File: src/rtl/async_fifo_pkg.sv
// Shared types and defaults for the async FIFO read-side controller.
package async_fifo_pkg;

  typedef enum logic [1:0] {
    IDLE  = 2'd0,
    BURST = 2'd1,
    DRAIN = 2'd2
  } rd_state_e;

  localparam int DSIZE_DEF     = 8;
  localparam int BURST_LEN_DEF = 4;

endpackage

File: src/rtl/rd_skid_buf.sv
// Two-entry {data, last} output buffer. The head entry drives the stream
// outputs directly from flops, so they stay stable while stalled.
module rd_skid_buf
  import async_fifo_pkg::*;
#(
  parameter int DSIZE = DSIZE_DEF
) (
  input  logic             clk,
  input  logic             rst,
  input  logic             push,
  input  logic [DSIZE-1:0] push_data,
  input  logic             push_last,
  input  logic             pop,
  output logic             head_valid,
  output logic [DSIZE-1:0] head_data,
  output logic             head_last,
  output logic [1:0]       count
);

  logic [DSIZE-1:0] tail_data;
  logic             tail_last;
  logic             tail_valid;

  assign count = 2'(head_valid) + 2'(tail_valid);

  always_ff @(posedge clk or posedge rst) begin
    if (rst) begin
      head_valid <= 1'b0;
      head_data  <= '0;
      head_last  <= 1'b0;
      tail_valid <= 1'b0;
      tail_data  <= '0;
      tail_last  <= 1'b0;
    end else if (pop) begin
      if (tail_valid) begin
        head_data  <= tail_data;
        head_last  <= tail_last;
        head_valid <= 1'b1;
        tail_valid <= push;
        if (push) begin
          tail_data <= push_data;
          tail_last <= push_last;
        end
      end else if (push) begin
        head_data  <= push_data;
        head_last  <= push_last;
        head_valid <= 1'b1;
      end else begin
        head_valid <= 1'b0;
      end
    end else if (push) begin
      // Fill head first; the controller never pushes into a full buffer.
      if (!head_valid) begin
        head_data  <= push_data;
        head_last  <= push_last;
        head_valid <= 1'b1;
      end else begin
        tail_data  <= push_data;
        tail_last  <= push_last;
        tail_valid <= 1'b1;
      end
    end
  end

endmodule

File: src/rtl/async_fifo_rd_ctrl.sv
// Read-side controller: pops the async FIFO into a valid/ready stream in
// fixed-length bursts. Optional word counter enabled by RD_CTRL_STATS_EN.
//
// state | meaning
// IDLE  | no burst in progress, buffer empty
// BURST | popping words of the current burst
// DRAIN | burst fully popped, waiting for buffer to empty
module async_fifo_rd_ctrl
  import async_fifo_pkg::*;
#(
  parameter int DSIZE     = DSIZE_DEF,
  parameter int BURST_LEN = BURST_LEN_DEF,
  parameter int CNT_W     = 16
) (
  input  logic             rclk,
  input  logic             rrst,
  input  logic             rempty,
  input  logic [DSIZE-1:0] rdata,
  output logic             rinc,
  output logic             m_valid,
  input  logic             m_ready,
  output logic [DSIZE-1:0] m_data,
  output logic             m_last,
  output logic             busy
`ifdef RD_CTRL_STATS_EN
  ,
  output logic [CNT_W-1:0] word_cnt
`endif
);

  localparam int BW = (BURST_LEN > 1) ? $clog2(BURST_LEN) : 1;
  localparam logic [BW-1:0] LAST_BEAT = BW'(BURST_LEN - 1);

  rd_state_e       state;
  rd_state_e       state_next;
  logic [BW-1:0]   beat_cnt;
  logic            beat_last;
  logic            hs;
  logic [1:0]      count;

  assign hs        = m_valid && m_ready;
  assign beat_last = (beat_cnt == LAST_BEAT);
  // A full buffer can still accept a word when the head leaves this cycle.
  assign rinc      = !rempty && (state != DRAIN) && ((count != 2'd2) || hs);

  always_ff @(posedge rclk or posedge rrst) begin
    if (rrst) begin
      state <= IDLE;
      busy  <= 1'b0;
    end else begin
      state <= state_next;
      busy  <= (state_next != IDLE);
    end
  end

  always_comb begin
    state_next = state;
    case (state)
      IDLE:    if (rinc) state_next = BURST;
      BURST:   if (rinc && beat_last) state_next = DRAIN;
      DRAIN:   if ((count == 2'd0) || ((count == 2'd1) && hs)) state_next = IDLE;
      default: state_next = IDLE;
    endcase
  end

  always_ff @(posedge rclk or posedge rrst) begin
    if (rrst) begin
      beat_cnt <= '0;
    end else if (rinc) begin
      beat_cnt <= beat_last ? '0 : beat_cnt + BW'(1);
    end
  end

  rd_skid_buf #(
    .DSIZE(DSIZE)
  ) u_skid (
    .clk       (rclk),
    .rst       (rrst),
    .push      (rinc),
    .push_data (rdata),
    .push_last (beat_last),
    .pop       (hs),
    .head_valid(m_valid),
    .head_data (m_data),
    .head_last (m_last),
    .count     (count)
  );

`ifdef RD_CTRL_STATS_EN
  always_ff @(posedge rclk or posedge rrst) begin
    if (rrst) begin
      word_cnt <= '0;
    end else if (hs) begin
      word_cnt <= word_cnt + CNT_W'(1);
    end
  end
`endif

endmodule

File: config.mk
export PLATFORM = sky130hd
export DESIGN_NAME = async_fifo_rd_ctrl
export DESIGN_NICKNAME = d
export VERILOG_FILES = /design/src/rtl/async_fifo_pkg.sv /design/src/rtl/rd_skid_buf.sv /design/src/rtl/async_fifo_rd_ctrl.sv
export SDC_FILE = /design/constraint.sdc
export NUM_CORES = 1
export LEC_CHECK = 0
export ABC_AREA = 1
export BUFFER_PORTS_ARGS = -buffer_cell sky130_fd_sc_hd__buf_2
export CAP_MARGIN = 20
export CORE_AREA = 5 5 56 58
export DETAILED_ROUTE_END_ITERATION = 8
export DIE_AREA = 0 0 61 63
export GPL_TIMING_DRIVEN = 1
export PLACE_DENSITY_LB_ADDON = 0.2
export SYNTH_ARGS = -nofsm -noshare
export SYNTH_HDL_FRONTEND = slang
export SYNTH_SLANG_ARGS = --single-unit
File: constraint.sdc
create_clock -name rclk -period 1.7 [get_ports rclk]
set_input_delay 0.34 -clock rclk [delete_from_list [all_inputs] [get_ports rclk]]
set_output_delay 0.34 -clock rclk [all_outputs]
set_load 0.005 [all_outputs]
## Yosys cells after proc, flatten, opt, wreduce, memory -nomap -nowiden

Cells that the tools add are included.

| cells by class | value |
|---|---|
| muxes and demuxes | 31 |
| add/subtract/negate cells | 2 |
| reduce and logical (&&, ||, !) cells | 17 |
| shift operators | 0 |
| bitwise gates (word level) | 0 |
| magnitude comparators | 0 |
| div/mod/pow operators | 0 |
| equal/unequal tests | 9 |
| $mul | 0 |

Operators with widths:

| kind | number |
|---|---|
| 2-to-1 mux 8 bit | 9 |
| 2-to-1 mux 1 bit | 17 |
| 2-to-1 mux 2 bit | 4 |
| inequality test 2 bit (second input constant) | 4 |
| nonzero test 2 bit | 4 |
| one-hot mux 2 bit (3 select lines) | 1 |
| logical AND 1 bit | 5 |
| equality test 2 x 1 -> 1 bit (second input constant) | 2 |
| equality test 2 bit (second input constant) | 2 |
| logical NOT 2 bit | 2 |
| AND reduction 4 bit | 1 |
| AND reduction 3 bit | 1 |
| adder 1 x 1 -> 2 bit | 1 |
| adder 2 x 1 -> 2 bit (second input constant) | 1 |
| logical OR 1 bit | 2 |
| inequality test 2 x 1 -> 1 bit (second input constant) | 1 |
| AND reduction 2 bit | 1 |
| logical NOT 1 bit | 1 |

| word-level totals | value |
|---|---|
| bits in registers | 25 |
| bits of input ports | 12 |
| logic and storage cells | 68 |
| memory bits (writable) | 0 |
| latch bits | 0 |
| ROM bits | 0 |
| memories kept | 0 |

## Longest topological paths before layout

Gate-level depths: netlist (run 1).

| depth | value |
|---|---|
| depth in word-level cells | 8 |
| gate-level depth with buffers | 7 |
| depth with buffers taken out | 7 |

## Hierarchy

A second synthesis (run 1) with hierarchy kept.

| second synthesis, totals | value |
|---|---|
| cell total of the unflattened synthesis | 159 |
| area, all modules | 1234.9 um2 |

By module, submodules not included:

| module | seq. area each (um2) | cells each | times used | area an instance (um2) |
|---|---|---|---|---|
| rd_skid_buf | 500.5 | 123 | 1 | 954.7 |
| async_fifo_rd_ctrl | 125.1 | 36 | 1 | 280.3 |

## Least setup slack after synthesis (run 1)

Ideal clock, no wire load.

| path | value |
|---|---|
| kind | reg-to-output |
| start | register u_skid.head_valid |
| end | output rinc |
| required time | 1.360 ns |
| setup slack | 0.332 ns |
| cell stages (with the launch flop) | 6 |
| arrival time | 1.028 ns |
| cells stage by stage | dfrtp_1 -> ha_1 -> nand2_2 -> nand2_4 -> clkinv_4 -> buf_6 |

| between the ends | value |
|---|---|
| word-level cells in the longest chain between the ends | 4 |

Ends and longest elaborated chain:

| what | RTL line | RTL |
|---|---|---|
| from (decl) | rd_skid_buf.sv:14 | `output logic head_valid,` |
| from (signal assigned) | rd_skid_buf.sv:28 | `head_valid <= 1'b0;` |
| from (signal assigned) | rd_skid_buf.sv:38 | `head_valid <= 1'b1;` |
| from (signal assigned) | rd_skid_buf.sv:47 | `head_valid <= 1'b1;` |
| adder 1 x 1 -> 2 bit | rd_skid_buf.sv:24 | `assign count = 2'(head_valid) + 2'(tail_valid);` |
| inequality test 2 bit | async_fifo_rd_ctrl.sv:44 | `assign rinc = !rempty && (state != DRAIN) && ((count != 2'd2) \|\| hs);` |
| logical OR 1 bit * | async_fifo_rd_ctrl.sv:44 |  |
| logical AND 1 bit * | async_fifo_rd_ctrl.sv:44 |  |
| to (decl) | async_fifo_rd_ctrl.sv:19 | `output logic rinc,` |

Mark *: on every way between the ends. The rest lies on a longest branch, timed or not.

## Worst setup path in the final report (run 1)

Ends and elaborated chain as after synthesis.

==> results.py, run 1 <==
metrics = {
    "yosys": {
        "ys_ff_latch": 25,
        "yosysWarnings": 0,
        "synth_fp_nets": 167,
        "ys_types": 18,
        "synth_seq_area_share": 0.5051,
        "synth.avg_cell_area_um2": 8.149,
        "synthCells": 152,
        "netlist_area_um2": 1239,
    },
    "worst_setup_path": {
        "critPathLaunchType": "flop",
        "r2r_cells": 8,
        "cp.arrival_ns": 1.30,
        "worstPathMaxFanout": 4,
        "endpoint_kind": "primary output",
        "cp.required_ns": 1.36,
        "critPathKind": "flop to primary output",
    },
    "clock_network": {
        "clk_pin_slew_ns": 0.14,
        "h-tree-depth": 1,
        "cts-buffers-inserted": 3,
        "clock_latency_ns": 0.32,
        "cts_num_sinks": 25,
        "holdBufCountCts": 0,
        "cts_max_path_buffers": 2,
        "cts_tree": "done",
        "clockRootBuffer": "clkbuf_4",
    },
    "power": {
        "sequentialPowerShare": 0.408,
        "leakagePower_nw": 0.8329,
        "p_per_area_nw_per_um2": 1686,
        "clockPowerShare": 0.106,
        "combPwrFrac": 0.486,
        "netSwitchingFraction": 0.4349,
        "peakVddDrop_mv": 0.8680,
        "p_switching_w": 0.001087,
        "power_w": 0.002499,
        "internal_power_w": 0.001412,
    },
    "global_routing": {
        "grt_max_degree": 26,
        "grt_usage": 0.1473,
        "overflow": 0,
        "antenna_found_initial": 0,
        "grt_pass1_wl_um": 4402,
        "grt_pass1_vias": 990,
    },
    "drt": {
        "vias": 1031,
        "met3_length_um": 79,
        "drc": 0,
        "met2_length_um": 1248,
        "wl_um": 2559,
        "topRoutingLayerUsed": "met4",
        "vias_per_cell": 4.840,
        "wl_met1_um": 1217,
        "drtPass1Iterations": 4,
        "dr.first_iter.drc_count": 45,
        "ant_nets": 0,
        "wl_per_cell_um": 12.01,
    },
    "timing": {
        "slew_headroom": 0.7342,
        "fin_skew_ns": 0.01335,
        "setup_viol": 0,
        "fmax_ghz": 0.6088,
        "slew_violations": 0,
        "tightest_slew_ns": 0.3977,
        "setup_ws_ns": 0.05745,
        "fin_crit_sh": 0.9662,
        "hold_slack_ns": 0.03409,
        "finalHoldViolCount": 0,
        "min_period_ns": 1.643,
    },
    "placed_design": {
        "post-dp-hpwl_um": 1858,
        "io_buffers": 23,
        "routabilityCongestion": 0.7966,
        "placed_cell_area_um2": 1384,
        "dp_worst_setup_slack_ns": 0.2387,
    },
    "finish": {
        "regArea_um2": 626.9,
        "antenna_cells": 0,
        "multi_input_area_um2": 569.3,
        "fin_nets": 198,
        "final_cell_mix": "nand2_1 (71), nand3_1 (24), dfrtp_1 (24)",
        "final_common_cell": "nand2_1",
        "drive_above_1_share": 0.2527,
        "final_cell_area_um2": 1483,
        "final.fill_count": 230,
        "area_growth_pct": 19.70,
    },
    "die": {
        "die_area_um2": 3843,
        "die_h_um": 63,
        "start_util": 0.4737,
        "ios": 24,
        "core_um2": 2615,
        "die_width_um": 61,
        "rows": 19,
    },
    "job": {
        "cap_violations": 0,
    },
    "min_path": {
        "hold_class": "input pin to asynchronous set/reset pin",
    },
    "outcome": {
        "run_status": "finished, final reports clean",
    },
}
==> kinds of logic after synthesis <==
family | after synthesis | share of synthesized area
and+or+nand+nor | 104 | 0.3727
DFF | 25 | 0.5051
buffers and inverters | 15 | 0.05960
AOI/OAI and AO/OA | 5 | 0.03232
adders and majority gates | 3 | 0.03031
==> timing repair <==
item / 4_1_cts / 5_1_grt
pin swaps: 1 / 0
buffers inserted: 3 / 1
endpoints found under the setup margin: 1 / 1
resized for setup: 2 / 5
==> state kept, by name (all words and copies together), names as in the netlist <==
name / count
busy: 1
u_skid.head_data: 8
u_skid.tail_data: 8
state: 2
u_skid.tail_last: 1
beat_cnt: 2
u_skid.tail_valid: 1
u_skid.head_valid: 1
u_skid.head_last: 1
==> synthesized netlist by cell type (all sizes together) <==
master | instances | area [um2]
clkinv | 1 | 8.760
o21ai | 3 | 15.01
a21oi | 2 | 25.03
nor3 | 1 | 5.000
nand4 | 1 | 6.260
nor2 | 1 | 11.26
nand3 | 24 | 120.1
nand2 | 77 | 319.1
inv | 11 | 41.29
dfrtp | 25 | 625.6
buf | 3 | 23.77
ha | 3 | 37.54
==> stage by stage <==
stage / std cells / util / TNS, ns
after global routing: 213 / 0.5670 / -0.01893
after detailed placement: 205 / 0.5292 / 0
final: 213 / 0.5670 / 0
after floorplan: 152 / - / 0
after CTS: 212 / 0.5526 / 0
after global placement: 205 / 0.5292 / 0
==> worst max-delay path: stages (launching register included) <==
cell and delay (ns):
dfrtp_2 0.49, ha_4 0.18, nand2_4 0.08, nand2_4 0.08, clkinv_8 0.06, buf_2 0.10
==> area by class of cell <==
class	instances	share of cell area
Multi-Input combinational cell	112	0.3840
Clock inverter	1	0.005063
Clock buffer	3	0.01519
Tap cell	31	0.02616
Sequential cell	25	0.4228
Timing Repair Buffer	29	0.1080
Inverter	12	0.03882
==> metal layers <==
layer | vias to the layer above | global-route usage
li1 | 537 | -
met1 | 479 | 0.1997
met2 | 13 | 0.2380
met3 | 2 | 0.02479
met4 | 0 | 0.04065
met5 | - | 0
==> worst paths after layout <==
path	startpoint	end	slack (ns)
setup / recovery	u_skid.head_valid	rinc	0.06
hold reg to reg	u_skid.head_data[2]	u_skid.head_data[2]	0.48
hold / removal	rrst	u_skid.tail_valid	0.03
min in group rclk	rdata[7]	u_skid.tail_data[7]	0.26
setup reg to reg	u_skid.head_valid	u_skid.tail_data[0]	0.24
max in group asynchronous	rrst	u_skid.head_valid	1.41
==> power groups by stage <==
stage          sequential (W)  clock (W)  combinational [W]
6_report              0.00102   0.000266            0.00121
3_5_place_dp          0.00102          0            0.00111
3_3_place_gp          0.00100          0            0.00108
5_1_grt               0.00106   0.000311            0.00139
4_1_cts               0.00100   0.000287            0.00118
2_1_floorplan         0.00101          0           0.000802
No activity file was read; power rests on OpenSTA's default activity.
==> run 2, diff against run 1 <==
--- a/config.mk
+++ b/config.mk
@@ -13,6 +13,7 @@
 export DIE_AREA = 0 0 61 63
 export GPL_TIMING_DRIVEN = 1
 export PLACE_DENSITY_LB_ADDON = 0.2
+export RECOVER_POWER = 25
 export SYNTH_ARGS = -nofsm -noshare
 export SYNTH_HDL_FRONTEND = slang
 export SYNTH_SLANG_ARGS = --single-unit
==> run 2 against run 1 <==
Against the previous run:
- sequential share of layout area rose by 0.11 points
- first-iteration DRC count decreased by 8.9%
- sequential cell count stayed put
- clock skew did not move
- non-clock buffer count stayed put
- combinational power about the same
- clock power about the same
- maximum frequency unchanged
- routed wire length decreased by 0.12%
- final area fell by 0.25%
- via count is the same
- total power about the same
- largest power group unchanged
==> results.py, run 2 (synthesis gave the netlist of run 1 again) <==
metrics = {
    "die": {
        "die_width_um": 61,
        "die_h_um": 63,
        "die_area_um2": 3843,
        "rows": 19,
        "ios": 24,
        "start_util": 0.4737,
        "core_um2": 2615,
    },
    "finish": {
        "final_cell_mix": "nand2_1 (71), nand3_1 (24), dfrtp_1 (24)",
        "final_common_cell": "nand2_1",
        "antenna_cells": 0,
        "largestRegisters": "u_skid.head_data (8), u_skid.tail_data (8)",
        "fin_cells": 213,
        "drive_above_1_share": 0.2473,
        "fin_util": 0.5656,
        "area_growth_pct": 19.39,
        "fin_nets": 198,
    },
    "power": {
        "clockPowerShare": 0.106,
        "internal_power_w": 0.001411,
        "netSwitchingFraction": 0.4351,
        "p_per_area_nw_per_um2": 1689,
        "p_switching_w": 0.001087,
        "combPwrFrac": 0.485,
        "peakVddDrop_mv": 0.8678,
        "sequentialPowerShare": 0.408,
        "leakagePower_nw": 0.8293,
    },
    "worst_setup_path": {
        "cp.required_ns": 1.36,
        "crit_top_cell": "nand2_4",
        "path_cells": "ha_4 -> nand2_4 -> nand2_4 -> clkinv_8 -> buf_2",
        "worst_path_max_delay_cell": "dfrtp_2",
        "crit_path_max_incr_delay_ns": 0.49,
        "critPathLaunchType": "flop",
        "crit_buf_inv": 2,
        "critPathKind": "flop to primary output",
        "worstPathMaxFanout": 4,
        "endpoint_kind": "primary output",
        "cp_top_family": "flip-flops",
        "cp.arrival_ns": 1.30,
    },
    "timing": {
        "slew_headroom": 0.1333,
        "slew_violations": 0,
        "min_period_ns": 1.643,
        "finalHoldViolCount": 0,
        "tightest_slew_ns": 1.300,
        "fin_crit_sh": 0.9662,
        "fmax_ghz": 0.6088,
        "setup_viol": 0,
        "setup_tns_ns": 0,
        "fin_skew_ns": 0.01335,
    },
    "drt": {
        "dr.first_iter.drc_count": 41,
        "ant_nets": 0,
        "wl_per_cell_um": 12.00,
        "wl_um": 2556,
        "vias": 1031,
        "drtPass1Iterations": 4,
        "vias_per_cell": 4.840,
        "drc": 0,
    },
    "clock_network": {
        "cts_max_path_buffers": 2,
        "cts_tree": "done",
        "h-tree-depth": 1,
        "clock_latency_ns": 0.32,
        "clk_pin_slew_ns": 0.14,
        "cts_num_sinks": 25,
        "holdBufCountCts": 0,
        "clockRootBuffer": "clkbuf_4",
        "cts-buffers-inserted": 3,
    },
    "global_routing": {
        "grt_usage": 0.1473,
        "grt_pass1_vias": 990,
        "grt_pass1_wl_um": 4402,
        "grt_max_degree": 26,
        "antenna_found_initial": 0,
        "overflow": 0,
    },
    "placed_design": {
        "post-dp-hpwl_um": 1858,
        "routabilityCongestion": 0.7966,
        "place_inst": 205,
        "io_buffers": 23,
    },
    "outcome": {
        "run_status": "finished, final reports clean",
    },
    "job": {
        "cap_violations": 0,
    },
    "min_path": {
        "hold_class": "input pin to flop",
    },
}
==> run 2: cell types whose count changed in the layout (fill, tap and decap cells not counted) <==
cell / delta
buf_4: -1
clkbuf_1: +1
==> run 2: final cells by class <==
type	count	area [um2]
Clock buffer	3	22.52
Clock inverter	1	7.507
Fill cell	230	1136
Inverter	12	57.56
Multi-Input combinational cell	112	569.3
Sequential cell	25	626.9
Tap cell	31	38.79
Timing Repair Buffer	29	156.4
==> run 2: repair_timing <==
| action | CTS | global route |
|---|---|---|
| resized for setup | 2 | 5 |
| setup endpoints to repair | 1 | 1 |
| buffers inserted | 3 | 1 |
| pin swaps | 1 | 0 |
==> run 2: worst reg2reg max path: cells and delay by family (launching register included) <==
| family | cells | cell delay, ns |
|---|---|---|
| adder cells (fa/ha/maj) | 1 | 0.18 |
| buffers and inverters | 2 | 0.23 |
| AND/OR/NAND/NOR | 5 | 0.47 |
| flip-flops | 1 | 0.49 |
==> run 2: metal layers <==
metal	share of wire	vias to the layer above	track usage
met3	0.031	2	0.02479
met4	0.0051	0	0.04065
met1	0.48	479	0.1997
met2	0.49	13	0.2380
li1	-	537	-
met5	0	-	0
==> run 2: final timing paths <==
kind,slack [ns],cells after the start,end,from
setup / recovery,0.06,5,rinc,u_skid.head_valid
hold / removal,0.26,3,u_skid.tail_data[7],rdata[7]
setup reg to reg,0.24,8,u_skid.tail_data[0],u_skid.head_valid
hold reg to reg,0.48,2,u_skid.head_data[2],u_skid.head_data[2]
max in group asynchronous,0.44,3,u_skid.head_valid,rrst
min in group asynchronous,0.42,3,u_skid.tail_valid,rrst
==> run 2: power by group through the flow <==
stage	combinational, W	sequential, W	clock (W)
finish	0.00121	0.00102	0.000266
global route	0.00139	0.00106	0.000311
CTS	0.00118	0.00100	0.000287
detailed placement	0.00111	0.00102	0
global placement	0.00108	0.00100	0
floorplan	0.000802	0.00101	0
==> run 2: per-stage QoR <==
stage	instance area [um2]	setup slack (ns)	power [W]	hold WS [ns]
floorplan	1239	0.3317	0.001815	0.3673
global placement	1384	0.2658	0.002082	0.4012
detailed placement	1384	0.2387	0.002131	0.4031
CTS	1445	0.001904	0.002464	0.03004
global route	1479	-0.01893	0.002754	0.2480
finish	1479	0.05745	0.002498	0.2559
